--- src/rtl/sram_ctrl_pkg.sv ---
// Shared FSM state encoding, phase lengths and beat-search helper for the async SRAM controller.
package sram_ctrl_pkg;

   typedef enum logic [2:0] {
      IDLE,
      SETUP,
      STROBE,
      HOLD,
      RESP
   } state_e;

   localparam int SETUP_CYCLES = 1;
   localparam int HOLD_CYCLES  = 1;

   // Index of the lowest set bit of mask in [from, n), or -1 when there is none.
   function automatic int lowest_set(input logic [63:0] mask, input int from, input int n);
      int r = -1;
      for (int i = 63; i >= 0; i--) begin
         if (i >= from && i < n && mask[i]) r = i;
      end
      return r;
   endfunction

endpackage

--- src/rtl/sram_ctrl_timer.sv ---
// STROBE-phase down-counter: load sets WAIT_CYCLES, done_o flags zero; 1 + WAIT_CYCLES cycles per load.
module sram_ctrl_timer #(
   parameter int WAIT_CYCLES = 1
) (
   input  logic clk_i,
   input  logic rst_i,
   input  logic load_i,
   input  logic en_i,
   output logic done_o
);

   logic [3:0] cnt_q;
   logic [3:0] cnt_d;

   always_comb begin
      cnt_d = cnt_q;
      if (load_i) begin
         cnt_d = 4'(WAIT_CYCLES);
      end else if (en_i && cnt_q != 4'd0) begin
         cnt_d = cnt_q - 4'd1;
      end
   end

   always_ff @(posedge clk_i) begin
      if (rst_i) begin
         cnt_q <= 4'd0;
      end else begin
         cnt_q <= cnt_d;
      end
   end

   assign done_o = (cnt_q == 4'd0);

endmodule

--- src/rtl/sram_ctrl.sv ---
// Byte-serial async SRAM controller: BEATS*(WAIT_CYCLES+3)+1 cycle access, single outstanding request,
// response held until rsp_ready_i. SRAM_CTRL_BYTE_STRB_EN adds req_strb_i to skip disabled write bytes.
module sram_ctrl
   import sram_ctrl_pkg::*;
#(
   parameter int ADDR_W      = 14,
   parameter int DATA_W      = 32,
   parameter int WAIT_CYCLES = 1,
   localparam int BEATS      = DATA_W / 8,
   localparam int LB         = $clog2(BEATS)
) (
   input  logic                 clk_i,
   input  logic                 rst_i,
   input  logic                 req_valid_i,
   output logic                 req_ready_o,
   input  logic                 req_we_i,
   input  logic [ADDR_W-LB-1:0] req_addr_i,
   input  logic [DATA_W-1:0]    req_wdata_i,
`ifdef SRAM_CTRL_BYTE_STRB_EN
   input  logic [BEATS-1:0]     req_strb_i,
`endif
   output logic                 rsp_valid_o,
   input  logic                 rsp_ready_i,
   output logic [DATA_W-1:0]    rsp_rdata_o,
   output logic                 sram_cs_no,
   output logic                 sram_we_no,
   output logic                 sram_oe_no,
   output logic [ADDR_W-1:0]    sram_addr_o,
   output logic [7:0]           sram_wdata_o,
   output logic                 sram_wdata_oe_o,
   input  logic [7:0]           sram_rdata_i
);

   localparam int KW = (LB > 0) ? LB : 1;

   state_e                state_q, state_d;
   logic [KW-1:0]         k_q, k_d;
   logic                  we_q, we_d;
   logic [ADDR_W-LB-1:0]  waddr_q, waddr_d;
   logic [DATA_W-1:0]     wbuf_q, wbuf_d;
   logic [BEATS-1:0]      strb_q, strb_d;
   logic [DATA_W-1:0]     rdata_q, rdata_d;

   logic                  cs_n_q, cs_n_d;
   logic                  we_n_q, we_n_d;
   logic                  oe_n_q, oe_n_d;
   logic [ADDR_W-1:0]     addr_q, addr_d;
   logic [7:0]            wdata_q, wdata_d;
   logic                  wdata_oe_q, wdata_oe_d;
   logic                  rsp_valid_q, rsp_valid_d;
   logic                  req_ready_q, req_ready_d;

   logic                  timer_load;
   logic                  timer_en;
   logic                  timer_done;
   logic                  strobe_nxt;
   logic                  active_nxt;
   int                    nb;

   sram_ctrl_timer #(
      .WAIT_CYCLES(WAIT_CYCLES)
   ) u_timer (
      .clk_i (clk_i),
      .rst_i (rst_i),
      .load_i(timer_load),
      .en_i  (timer_en),
      .done_o(timer_done)
   );

   always_comb begin
      state_d    = state_q;
      k_d        = k_q;
      we_d       = we_q;
      waddr_d    = waddr_q;
      wbuf_d     = wbuf_q;
      strb_d     = strb_q;
      rdata_d    = rdata_q;
      timer_load = 1'b0;
      timer_en   = 1'b0;
      nb         = -1;

      unique case (state_q)
         IDLE: begin
            if (req_valid_i && req_ready_q) begin
               we_d    = req_we_i;
               waddr_d = req_addr_i;
               wbuf_d  = req_wdata_i;
               rdata_d = '0;
`ifdef SRAM_CTRL_BYTE_STRB_EN
               strb_d  = req_we_i ? req_strb_i : '1;
`else
               strb_d  = '1;
`endif
               // A write with no enabled byte has nothing to strobe and answers at once.
               nb = lowest_set(64'(strb_d), 0, BEATS);
               if (nb < 0) begin
                  state_d = RESP;
               end else begin
                  k_d     = KW'(nb);
                  state_d = SETUP;
               end
            end
         end
         SETUP: begin
            timer_load = 1'b1;
            state_d    = STROBE;
         end
         STROBE: begin
            if (timer_done) begin
               if (!we_q) rdata_d[{k_q, 3'b000} +: 8] = sram_rdata_i;
               state_d = HOLD;
            end else begin
               timer_en = 1'b1;
            end
         end
         HOLD: begin
            nb = lowest_set(64'(strb_q), int'(k_q) + 1, BEATS);
            if (nb < 0) begin
               state_d = RESP;
            end else begin
               k_d     = KW'(nb);
               state_d = SETUP;
            end
         end
         RESP: begin
            if (rsp_ready_i) state_d = IDLE;
         end
         default: state_d = IDLE;
      endcase

      // Pin values are decoded from the next state so every SRAM output leaves a flop.
      strobe_nxt  = (state_d == STROBE);
      active_nxt  = (state_d == SETUP) || (state_d == STROBE) || (state_d == HOLD);
      cs_n_d      = !strobe_nxt;
      we_n_d      = !(strobe_nxt && we_d);
      oe_n_d      = !(strobe_nxt && !we_d);
      wdata_oe_d  = active_nxt && we_d;
      addr_d      = addr_q;
      wdata_d     = wdata_q;
      if (state_d == SETUP) begin
         addr_d  = (ADDR_W'(waddr_d) << LB) | ADDR_W'(k_d);
         wdata_d = we_d ? wbuf_d[{k_d, 3'b000} +: 8] : 8'h00;
      end
      rsp_valid_d = (state_d == RESP);
      req_ready_d = (state_d == IDLE);
   end

   always_ff @(posedge clk_i) begin
      if (rst_i) begin
         state_q     <= IDLE;
         k_q         <= '0;
         we_q        <= 1'b0;
         waddr_q     <= '0;
         wbuf_q      <= '0;
         strb_q      <= '0;
         rdata_q     <= '0;
         cs_n_q      <= 1'b1;
         we_n_q      <= 1'b1;
         oe_n_q      <= 1'b1;
         addr_q      <= '0;
         wdata_q     <= '0;
         wdata_oe_q  <= 1'b0;
         rsp_valid_q <= 1'b0;
         req_ready_q <= 1'b0;
      end else begin
         state_q     <= state_d;
         k_q         <= k_d;
         we_q        <= we_d;
         waddr_q     <= waddr_d;
         wbuf_q      <= wbuf_d;
         strb_q      <= strb_d;
         rdata_q     <= rdata_d;
         cs_n_q      <= cs_n_d;
         we_n_q      <= we_n_d;
         oe_n_q      <= oe_n_d;
         addr_q      <= addr_d;
         wdata_q     <= wdata_d;
         wdata_oe_q  <= wdata_oe_d;
         rsp_valid_q <= rsp_valid_d;
         req_ready_q <= req_ready_d;
      end
   end

   assign req_ready_o     = req_ready_q;
   assign rsp_valid_o     = rsp_valid_q;
   assign rsp_rdata_o     = rdata_q;
   assign sram_cs_no      = cs_n_q;
   assign sram_we_no      = we_n_q;
   assign sram_oe_no      = oe_n_q;
   assign sram_addr_o     = addr_q;
   assign sram_wdata_o    = wdata_q;
   assign sram_wdata_oe_o = wdata_oe_q;

endmodule

--- config.mk ---
export PLATFORM = sky130hd
export DESIGN_NAME = sram_ctrl
export DESIGN_NICKNAME = d
export VERILOG_FILES = /design/src/rtl/sram_ctrl_pkg.sv /design/src/rtl/sram_ctrl_timer.sv /design/src/rtl/sram_ctrl.sv
export SDC_FILE = /design/constraint.sdc
export NUM_CORES = 1
export LEC_CHECK = 0
export ABC_AREA = 1
export BUFFER_PORTS_ARGS = -buffer_cell sky130_fd_sc_hd__clkbuf_2
export CELL_PAD_IN_SITES_DETAIL_PLACEMENT = 2
export CELL_PAD_IN_SITES_GLOBAL_PLACEMENT = 2
export CORE_ASPECT_RATIO = 0.8
export CORE_UTILIZATION = 31
export CTS_CLUSTER_DIAMETER = 120
export DETAILED_ROUTE_END_ITERATION = 10
export HOLD_SLACK_MARGIN = 0.02
export PLACE_DENSITY = 0.77
export SYNTH_ARGS = -nofsm -noshare
export SYNTH_HDL_FRONTEND = slang
export SYNTH_SLANG_ARGS = --single-unit
export TNS_END_PERCENT = 30
--- constraint.sdc ---
create_clock -name clk_i -period 2.29 [get_ports clk_i]
set_input_delay 0.1145 -clock clk_i [delete_from_list [all_inputs] [get_ports clk_i]]
set_output_delay 0.1145 -clock clk_i [all_outputs]
set_load 0.01 [all_outputs]
==> impl_metrics.tcl, run 1 <==
set metrics [dict create \
    outcome "finished clean" \
    drt_pass1_iterations 4 \
    place_hpwl_um 11800 \
    overflow 0 \
    cts_root_buf "clkbuf_16" \
    synthTopCellsByArea "dfxtp_1 (47%), nand2_1 (6.8%), nor2_1 (6.6%)" \
    vias 4695 \
    place_ws_ns 0.120 \
    start_util_pct 32.3 \
    synth_cell_types 44 \
    nets 806 \
    yosysWarnings 0 \
    setup.worst_path.start "state_q[0]" \
    fin_cells 965 \
    place_inst 920 \
    grt_max_degree 47 \
    r2r-start "state_q[0]" \
    tns_ns 0 \
    yosys-top-cells-count "dfxtp_1 (115), nand2_1 (90), nor2_1 (87)" \
    startpoint_type "flop" \
    grt_pass1_wl_um 26900 \
    layout_setup_ws_ns 0.115 \
    worstReg2RegEnd "sram_wdata_o[3]" \
    clk_pin_slew_ns 0.05 \
    cp_slowest_cell "inv_1" \
    die_h_um 115 \
    dieArea_um2 16400 \
    wire_per_inst_um 17.2 \
    syn_to_final_growth_pct 31.2 \
    reg2reg_depth 11 \
    slew_headroom_pct 57.5 \
    numCtsBuffers 17 \
    ys_seq_elements 115 \
    ir_drop_uv 517 \
    antennaDiodeCount 0 \
    synth_top_area_cell "dfxtp_1" \
    cp.required_ns 2.64 \
    insertion_delay_ns 0.41 \
    io_buffers 116 \
    p_int_mw 4.51 \
    drtAntennaViolNets 0 \
    clockBufferDepth 2 \
    pwr-share-comb_pct 21.2 \
    ioPinCount 117 \
    critPathMaxFanout 17 \
    yosysMostFrequentCell "dfxtp_1" \
    crit_path_max_incr_delay_ns 0.49 \
    synth_cells 612 \
    cts_tree "built" \
    final_core_util_pct 42.5 \
    antenna_found_initial 0 \
    crit_end "sram_wdata_o[3]" \
    final_area_um2 6480 \
    fmax_mhz 460 \
    seq_area_um2 2300 \
    ys_seq_area_share_pct 46.6 \
    tightest_slew_ns 0.636 \
    final_max_slew_viol_count 0 \
    detail_route.wirelength_um 16600 \
    top_layer "met4" \
    setup_violations 0 \
    viasPerCell 4.87 \
    cts_htree_levels 4 \
    clkPwrFrac_pct 43.1 \
    dpl-instance-area_um2 5690 \
    syn-num-nets 676 \
    syn_avg_cell_area_um2 8.07 \
    routabilityCongestion 0.787 \
    met1_length_um 7830 \
    period_minus_slack_ns 2.17 \
    seqPwrFrac_pct 35.6 \
    core-area_um2 15300 \
    grt_pass1_vias 5084 \
    path_common_cell "nand2_1" \
    netlist_area_um2 4940 \
    grt_usage_pct 21.7 \
    core.rowCount 40 \
    cts_sinks 115 \
    period_share_pct 95.0 \
    synth-edff-count 0 \
    worstSetupEndpointType "flop" \
    holdCritPathClass "in2reg" \
    drc 0 \
    path_cells "inv_2 > nand2_1 > nor2_2 > nand2_2 > inv_1 > o21ai_0 > nand2_1 > nand3_1 > nand2_1 > nand2_1 > a21oi_1" \
    synthArstFlopShare_pct 0 \
    power.total_mw 6.42 \
    drtIter0Drc 225 \
    whs_ns 0.0567 \
    power_switching_share_pct 29.8 \
    wl_met2_um 7780 \
    cp.arrival_ns 2.52 \
    multi_input_area_um2 2300 \
    yosys.area.top_type_share_pct 46.6 \
    p_leak_nw 2.94 \
    worstSetupPathType "reg2reg" \
    power.density_nw_per_um2 991 \
    p_switching_mw 1.91 \
    finalHoldViolCount 0 \
    die_x_um 143 \
    r2r_slack_ns 0.12 \
    drv_cap 0 \
    wl_met3_um 834 \
    fillers 1755 \
    dominantRegCellSynth "dfxtp_1" \
    cts_setup_buffers 0 \
    rsz0062_at_grt "true" \
    fin_skew_ns 0.00687 \
    drive_gt1_share_pct 26.9 \
]
==> placed cells by master, fill, tap and decap left out, types with 2 or more instances in the layout <==
cell,synthesis,layout
clkbuf_2,1,115
dfxtp_1,115,115
nand2_1,90,88
nor2_1,87,87
a21oi_1,48,48
inv_1,44,43
nand3_1,41,40
o21ai_0,31,31
nor3_1,20,20
clkbuf_16,0,17
or2_2,16,16
nand3b_1,14,14
a211oi_1,13,13
dlygate4sd3_1,0,13
mux2i_1,12,12
buf_4,2,12
o21ai_1,7,7
ha_1,7,7
inv_2,5,6
clkbuf_1,14,4
clkinv_2,0,4
bufinv_16,0,4
nand2_2,0,2
nor2_8,2,2
o211ai_2,2,2
o211ai_4,2,2
nand4_1,2,2
nor2_4,1,2
nand4_4,0,2
nand2_4,3,2
nand2_8,1,2
==> state kept, by name, summed over array words and instances, names as in the netlist, 2 cells and up <==
register       count
sram_wdata_o       8
waddr_q           12
sram_addr_o       14
rsp_rdata_o       32
k_q                2
u_timer.cnt_q      4
state_q            3
wbuf_q            32
==> how the worst min path moves through the flow <==
| stage | from | endpoint | depth (start not counted) |
|---|---|---|---|
| 2_1_floorplan | req_addr_i[0] | waddr_q[0] | 2 |
| 5_1_grt | req_wdata_i[19] | wbuf_q[19] | 3 |
| 3_3_place_gp | req_addr_i[4] | waddr_q[4] | 3 |
| 6_report | req_wdata_i[19] | wbuf_q[19] | 3 |
| 3_5_place_dp | req_addr_i[6] | waddr_q[6] | 3 |
| 4_1_cts | rsp_ready_i | state_q[2] | 3 |
==> critical path, delay by kind of cell (launching register included) <==
| family | cells | cell delay, ns |
|---|---|---|
| AND/OR/NAND/NOR | 7 | 0.71 |
| buffers and inverters | 2 | 0.58 |
| AO/OA/AOI/OAI | 2 | 0.46 |
| flip-flops | 1 | 0.35 |
==> timing repair <==
action,in CTS,in global routing
hold buffers,13,0
setup endpoints to repair,0,9
resized for setup,0,10
endpoints found under the hold margin,13,0
==> power by group through the flow <==
stage / Clock (mW) / Combinational (mW) / Sequential (mW)
6_report: 2.77 / 1.36 / 2.29
5_1_grt: 2.92 / 1.52 / 2.31
4_1_cts: 2.84 / 1.36 / 2.29
3_5_place_dp: 0 / 1.31 / 2.33
3_3_place_gp: 0 / 1.27 / 2.31
2_1_floorplan: 0 / 0.901 / 2.34
==> layer usage <==
| metal | vias up | track usage (%) |
|---|---|---|
| met3 | 15 | 6.25 |
| met1 | 2316 | 27.6 |
| li1 | 2282 | - |
| met2 | 82 | 35.5 |
| met5 | - | 0 |
| met4 | 0 | 6.88 |
==> logic make-up (layout without fill, tap and decap cells) <==
logic type,after synthesis,after routing,share of synthesized area [%]
simple gates,287,287,28.0
flops,115,115,46.6
compound gates,109,109,13.1
buf+inv,80,223,7.70
mux,12,12,2.43
fa+ha+maj,7,7,1.77
xor+xnor,2,2,0.355
==> cell type report <==
cell class,count,area share (%)
Inverter,50,2.97
Tap cell,210,4.05
Multi-Input combinational cell,417,35.5
Clock buffer,22,7.01
Clock inverter,10,2.41
Sequential cell,115,35.5
Timing Repair Buffer,141,12.5
Power figures use the tool's default switching activity.
==> run 2, diff against run 1 <==
Settings changed: CORE_ASPECT_RATIO 0.8 to unset, REMOVE_ABC_BUFFERS set to 1.
==> impl_metrics.tcl, run 2 (synthesized netlist as in run 1, its figures left out) <==
set metrics [dict create \
    multi_input_area_um2 2300 \
    cp.required_ns 2.58 \
    vias 4668 \
    cts_sinks 115 \
    holdCritPathClass "in2reg" \
    die_h_um 128 \
    io_buffers 116 \
    ioPinCount 117 \
    final_cell_mix "clkbuf_2 (115), dfxtp_1 (115), nand2_1 (88)" \
    finalHoldViolCount 0 \
    antennaDiodeCount 0 \
    nets 809 \
    power.total_mw 6.35 \
    period_share_pct 91.7 \
    drtAntennaViolNets 0 \
    detail_route.wirelength_um 15900 \
    insertion_delay_ns 0.42 \
    whs_ns 0.0258 \
    outcome "finished clean" \
    clockBufferDepth 2 \
    power.density_nw_per_um2 974 \
    slew_headroom_pct 57.2 \
    dpl-instance-area_um2 5670 \
    place_hpwl_um 10800 \
    p_leak_nw 2.96 \
    ir_drop_uv 522 \
    grt_pass1_vias 5046 \
    fillers 1744 \
    core-area_um2 15400 \
    setup_violations 0 \
    final_area_um2 6510 \
    clk_pin_slew_ns 0.05 \
    tightest_slew_ns 0.640 \
    antenna_found_initial 0 \
    worstSetupEndpointType "flop" \
    r2r_slack_ns 0.19 \
    cp.arrival_ns 2.39 \
    die_x_um 128 \
    core.rowCount 45 \
    numCtsBuffers 17 \
    cts_htree_levels 4 \
    seq_area_um2 2300 \
    drc 0 \
    dieArea_um2 16400 \
    drive_gt1_share_pct 27.3 \
    period_minus_slack_ns 2.10 \
    viasPerCell 4.82 \
    drv_cap 0 \
    critPathMaxFanout 12 \
    start_util_pct 32.1 \
    cts_root_buf "clkbuf_16" \
    cts_tree "built" \
    drt_pass1_iterations 4 \
    grt_pass1_wl_um 25800 \
    grt_usage_pct 20.4 \
    overflow 0 \
    fmax_mhz 476 \
    final_max_slew_viol_count 0 \
    syn_to_final_growth_pct 31.9 \
    drtIter0Drc 122 \
    startpoint_type "flop" \
    grt_max_degree 42 \
    wire_per_inst_um 16.4 \
    fin_skew_ns 0.0122 \
    rsz0062_at_grt "false" \
    routabilityCongestion 0.811 \
    worstSetupPathType "reg2reg" \
]
run 2: path summary, 6_finish.rpt:
check / from / to / depth (start not counted)
min: req_wdata_i[1] / wbuf_q[1] / 3
max reg2reg: k_q[0] / sram_wdata_o[5] / 13
min reg2reg: rsp_rdata_o[14] / rsp_rdata_o[14] / 2
max: k_q[0] / sram_wdata_o[5] / 13
run 2: layout make-up:
| cell class | instances | share of cell area, % |
|---|---|---|
| clock buffer | 23 | 7.49 |
| clock inverter | 9 | 1.94 |
| inverter | 50 | 2.96 |
| multi-input combinational | 417 | 35.3 |
| sequential | 115 | 35.4 |
| tap | 211 | 4.05 |
| timing repair buffer | 144 | 12.9 |
run 2: critical path: stages, from the launching register on:
cell and delay (ns):
dfxtp_1 0.40, inv_1 0.12, ha_1 0.23, inv_1 0.10
nand2_1 0.10, nand2_2 0.12, nand3_2 0.13, nand4_4 0.15
buf_4 0.21, nand3_1 0.11, nand3_1 0.11, nand2_1 0.07
nand2_1 0.07, a21oi_1 0.06
run 2: timing repair:
item / in CTS / in global routing
gates resized for setup: 2 / 6
endpoints found under the setup margin: 4 / 9
pin swaps: 1 / 1
buffers inserted: 2 / 2
hold buffers: 14 / 0
hold endpoints to repair: 14 / 0
cloned: 0 / 0
run 2: power by group:
part | internal [mW] | switching (mW) | leakage (nW)
clock network | 1.82 | 0.930 | 0.303
logic | 0.462 | 0.846 | 1.72
registers | 2.20 | 0.0884 | 0.936
total | 4.48 | 1.86 | 2.96
run 2: metrics by stage:
step | TNS (ns) | setup WS [ns] | std cells | util [%]
final | 0 | 0.191 | 969 | 42.4
after global routing | 0 | 0.00503 | 969 | 42.4
after CTS | 0 | 0.0392 | 967 | 42.0
after detailed placement | 0 | 0.0171 | 919 | 36.9
after global placement | 0 | 0.209 | 919 | 36.9
after floorplan | -11.19 | -0.512 | 582 | -
run 2: layer usage:
metal / up-vias / track usage (%) / share of wire [%]
met2: 89 / 37.0 / 52
met5: - / 0 / 0
li1: 2287 / - / -
met4: 0 / 7.96 / 1.8
met1: 2268 / 23.4 / 43
met3: 24 / 4.05 / 3.2
==> run 3, diff against run 2 <==
--- a/config.mk
+++ b/config.mk
@@ -11,4 +11,5 @@
 export CELL_PAD_IN_SITES_GLOBAL_PLACEMENT = 2
 export CORE_UTILIZATION = 31
+export CTS_BUF_LIST = sky130_fd_sc_hd__clkbuf_4 sky130_fd_sc_hd__clkbuf_8 sky130_fd_sc_hd__clkbuf_16
 export CTS_CLUSTER_DIAMETER = 120
 export DETAILED_ROUTE_END_ITERATION = 10
==> constraint.sdc (replaced) <==
create_clock -name clk_i -period 2.29 [get_ports clk_i]
set_input_delay 0.1145 -clock clk_i [delete_from_list [all_inputs] [get_ports clk_i]]
set_output_delay 0.1145 -clock clk_i [all_outputs]
set_load 0.05 [all_outputs]
==> impl_metrics.tcl, run 3 (synthesized netlist as in run 1, its figures left out) <==
set metrics [dict create \
    ir_drop_uv 521 \
    dieArea_um2 16400 \
    clockBufferDepth 2 \
    nets 809 \
    outcome "finished clean" \
    routabilityCongestion 0.811 \
    setup_violations 0 \
    period_share_pct 92.2 \
    tightest_slew_ns 0.642 \
    fmax_mhz 474 \
    place_hpwl_um 10800 \
    place_inst 919 \
    rsz0062_at_grt "false" \
    grt_pass1_vias 5068 \
    cts_tree "built" \
    vias 4644 \
    fin_cells 969 \
    dpl-instance-area_um2 5670 \
    drtAntennaViolNets 0 \
    die_x_um 128 \
    met3_usage_pct 4.13 \
    antennaDiodeCount 0 \
    drive_gt1_share_pct 27.6 \
    cts_htree_levels 4 \
    fin_skew_ns 0.0113 \
    cts_sinks 115 \
    io_buffers 116 \
    power.density_nw_per_um2 1010 \
    ioPinCount 117 \
    worstSetupPathType "reg2reg" \
    cp.arrival_ns 2.41 \
    grt_pass1_wl_um 25900 \
    numCtsBuffers 17 \
    p_leak_nw 2.96 \
    final_area_um2 6520 \
    overflow 0 \
    power.total_mw 6.59 \
    drt_pass1_iterations 4 \
    insertion_delay_ns 0.42 \
    cts_root_buf "clkbuf_16" \
    slew_headroom_pct 57.1 \
    worstSetupEndpointType "flop" \
    finalHoldViolCount 0 \
    grt_usage_pct 20.4 \
    grtUsageMet2_pct 37.1 \
    drc 0 \
    final_cell_mix "clkbuf_2 (115), dfxtp_1 (115), nand2_1 (88)" \
    final_core_util_pct 42.4 \
    reg2reg_depth 14 \
    whs_path_depth 3 \
    syn_to_final_growth_pct 32.0 \
    cp.required_ns 2.58 \
    die_h_um 128 \
    period_minus_slack_ns 2.11 \
    layout_setup_ws_ns 0.179 \
    drv_cap 0 \
    start_util_pct 32.1 \
    final_max_slew_viol_count 0 \
    core.rowCount 45 \
    holdCritPathClass "in2reg" \
    detail_route.wirelength_um 15900 \
    viasPerCell 4.79 \
    antenna_found_initial 0 \
    grt_max_degree 42 \
    clk_pin_slew_ns 0.05 \
    drtIter0Drc 119 \
    met1_usage_pct 23.5 \
    grt-busiest-layer "met2" \
    wire_per_inst_um 16.4 \
    critPathMaxFanout 18 \
    startpoint_type "flop" \
    place_ws_ns 0.0171 \
    core-area_um2 15400 \
]
## run 3: cell counts in the layout (fill, tap and decap cells not counted)
Identical to the previous run, type by type.
## run 3: worst paths after layout
check / start / end / slack (ns)
max reg2reg: k_q[0] / sram_wdata_o[5] / 0.18
max: k_q[0] / sram_wdata_o[5] / 0.18
min: req_wdata_i[0] / wbuf_q[0] / 0.03
min reg2reg: rsp_rdata_o[14] / rsp_rdata_o[14] / 0.46
## run 3: per-stage QoR
stage,setup TNS [ns],hold slack [ns]
2_1_floorplan,-16.82,0.177
3_3_place_gp,0,0.368
3_5_place_dp,0,0.387
4_1_cts,0,0.0222
5_1_grt,0,0.0481
6_report,0,0.0253
## run 3: layout make-up
cell class / instances / area (um2)
clock buffer: 23 / 495
multi-input combinational: 417 / 2290
sequential: 115 / 2300
clock inverter: 9 / 126
fill: 1742 / 8860
inverter: 50 / 193
tap: 211 / 264
timing repair buffer: 144 / 841
## run 3: what timing repair did
| action | in CTS | in global routing |
|---|---|---|
| setup endpoints to repair | 3 | 9 |
| pin swaps | 1 | 1 |
| hold endpoints to repair | 14 | 0 |
| gates resized for setup | 2 | 5 |
| hold buffers | 14 | 0 |
| setup buffers | 2 | 2 |
## run 3: per-layer routing
metal  wire (um)  vias to the layer above
met5           0                        -
met4         249                        0
met3         478                       21
met2        8330                       82
met1        6880                     2259
li1            -                     2282
## run 3: worst max-delay path, stage by stage, from the launching register on
cell	delay, ns
dfxtp_1	0.40
inv_1	0.12
ha_1	0.23
inv_1	0.10
nand2_1	0.10
nand2_2	0.13
nand4_4	0.13
nand2_4	0.16
nand2_8	0.13
nand2_8	0.14
nand2_1	0.08
nand3_1	0.09
nand2_1	0.07
nand2_1	0.07
a21oi_1	0.06
## run 3: report_power, final
part           total, mW  internal (mW)  leakage, nW  switching, mW
logic               1.53          0.461         1.72           1.07
clock network       2.78           1.84        0.310          0.935
registers           2.29           2.20        0.936         0.0879
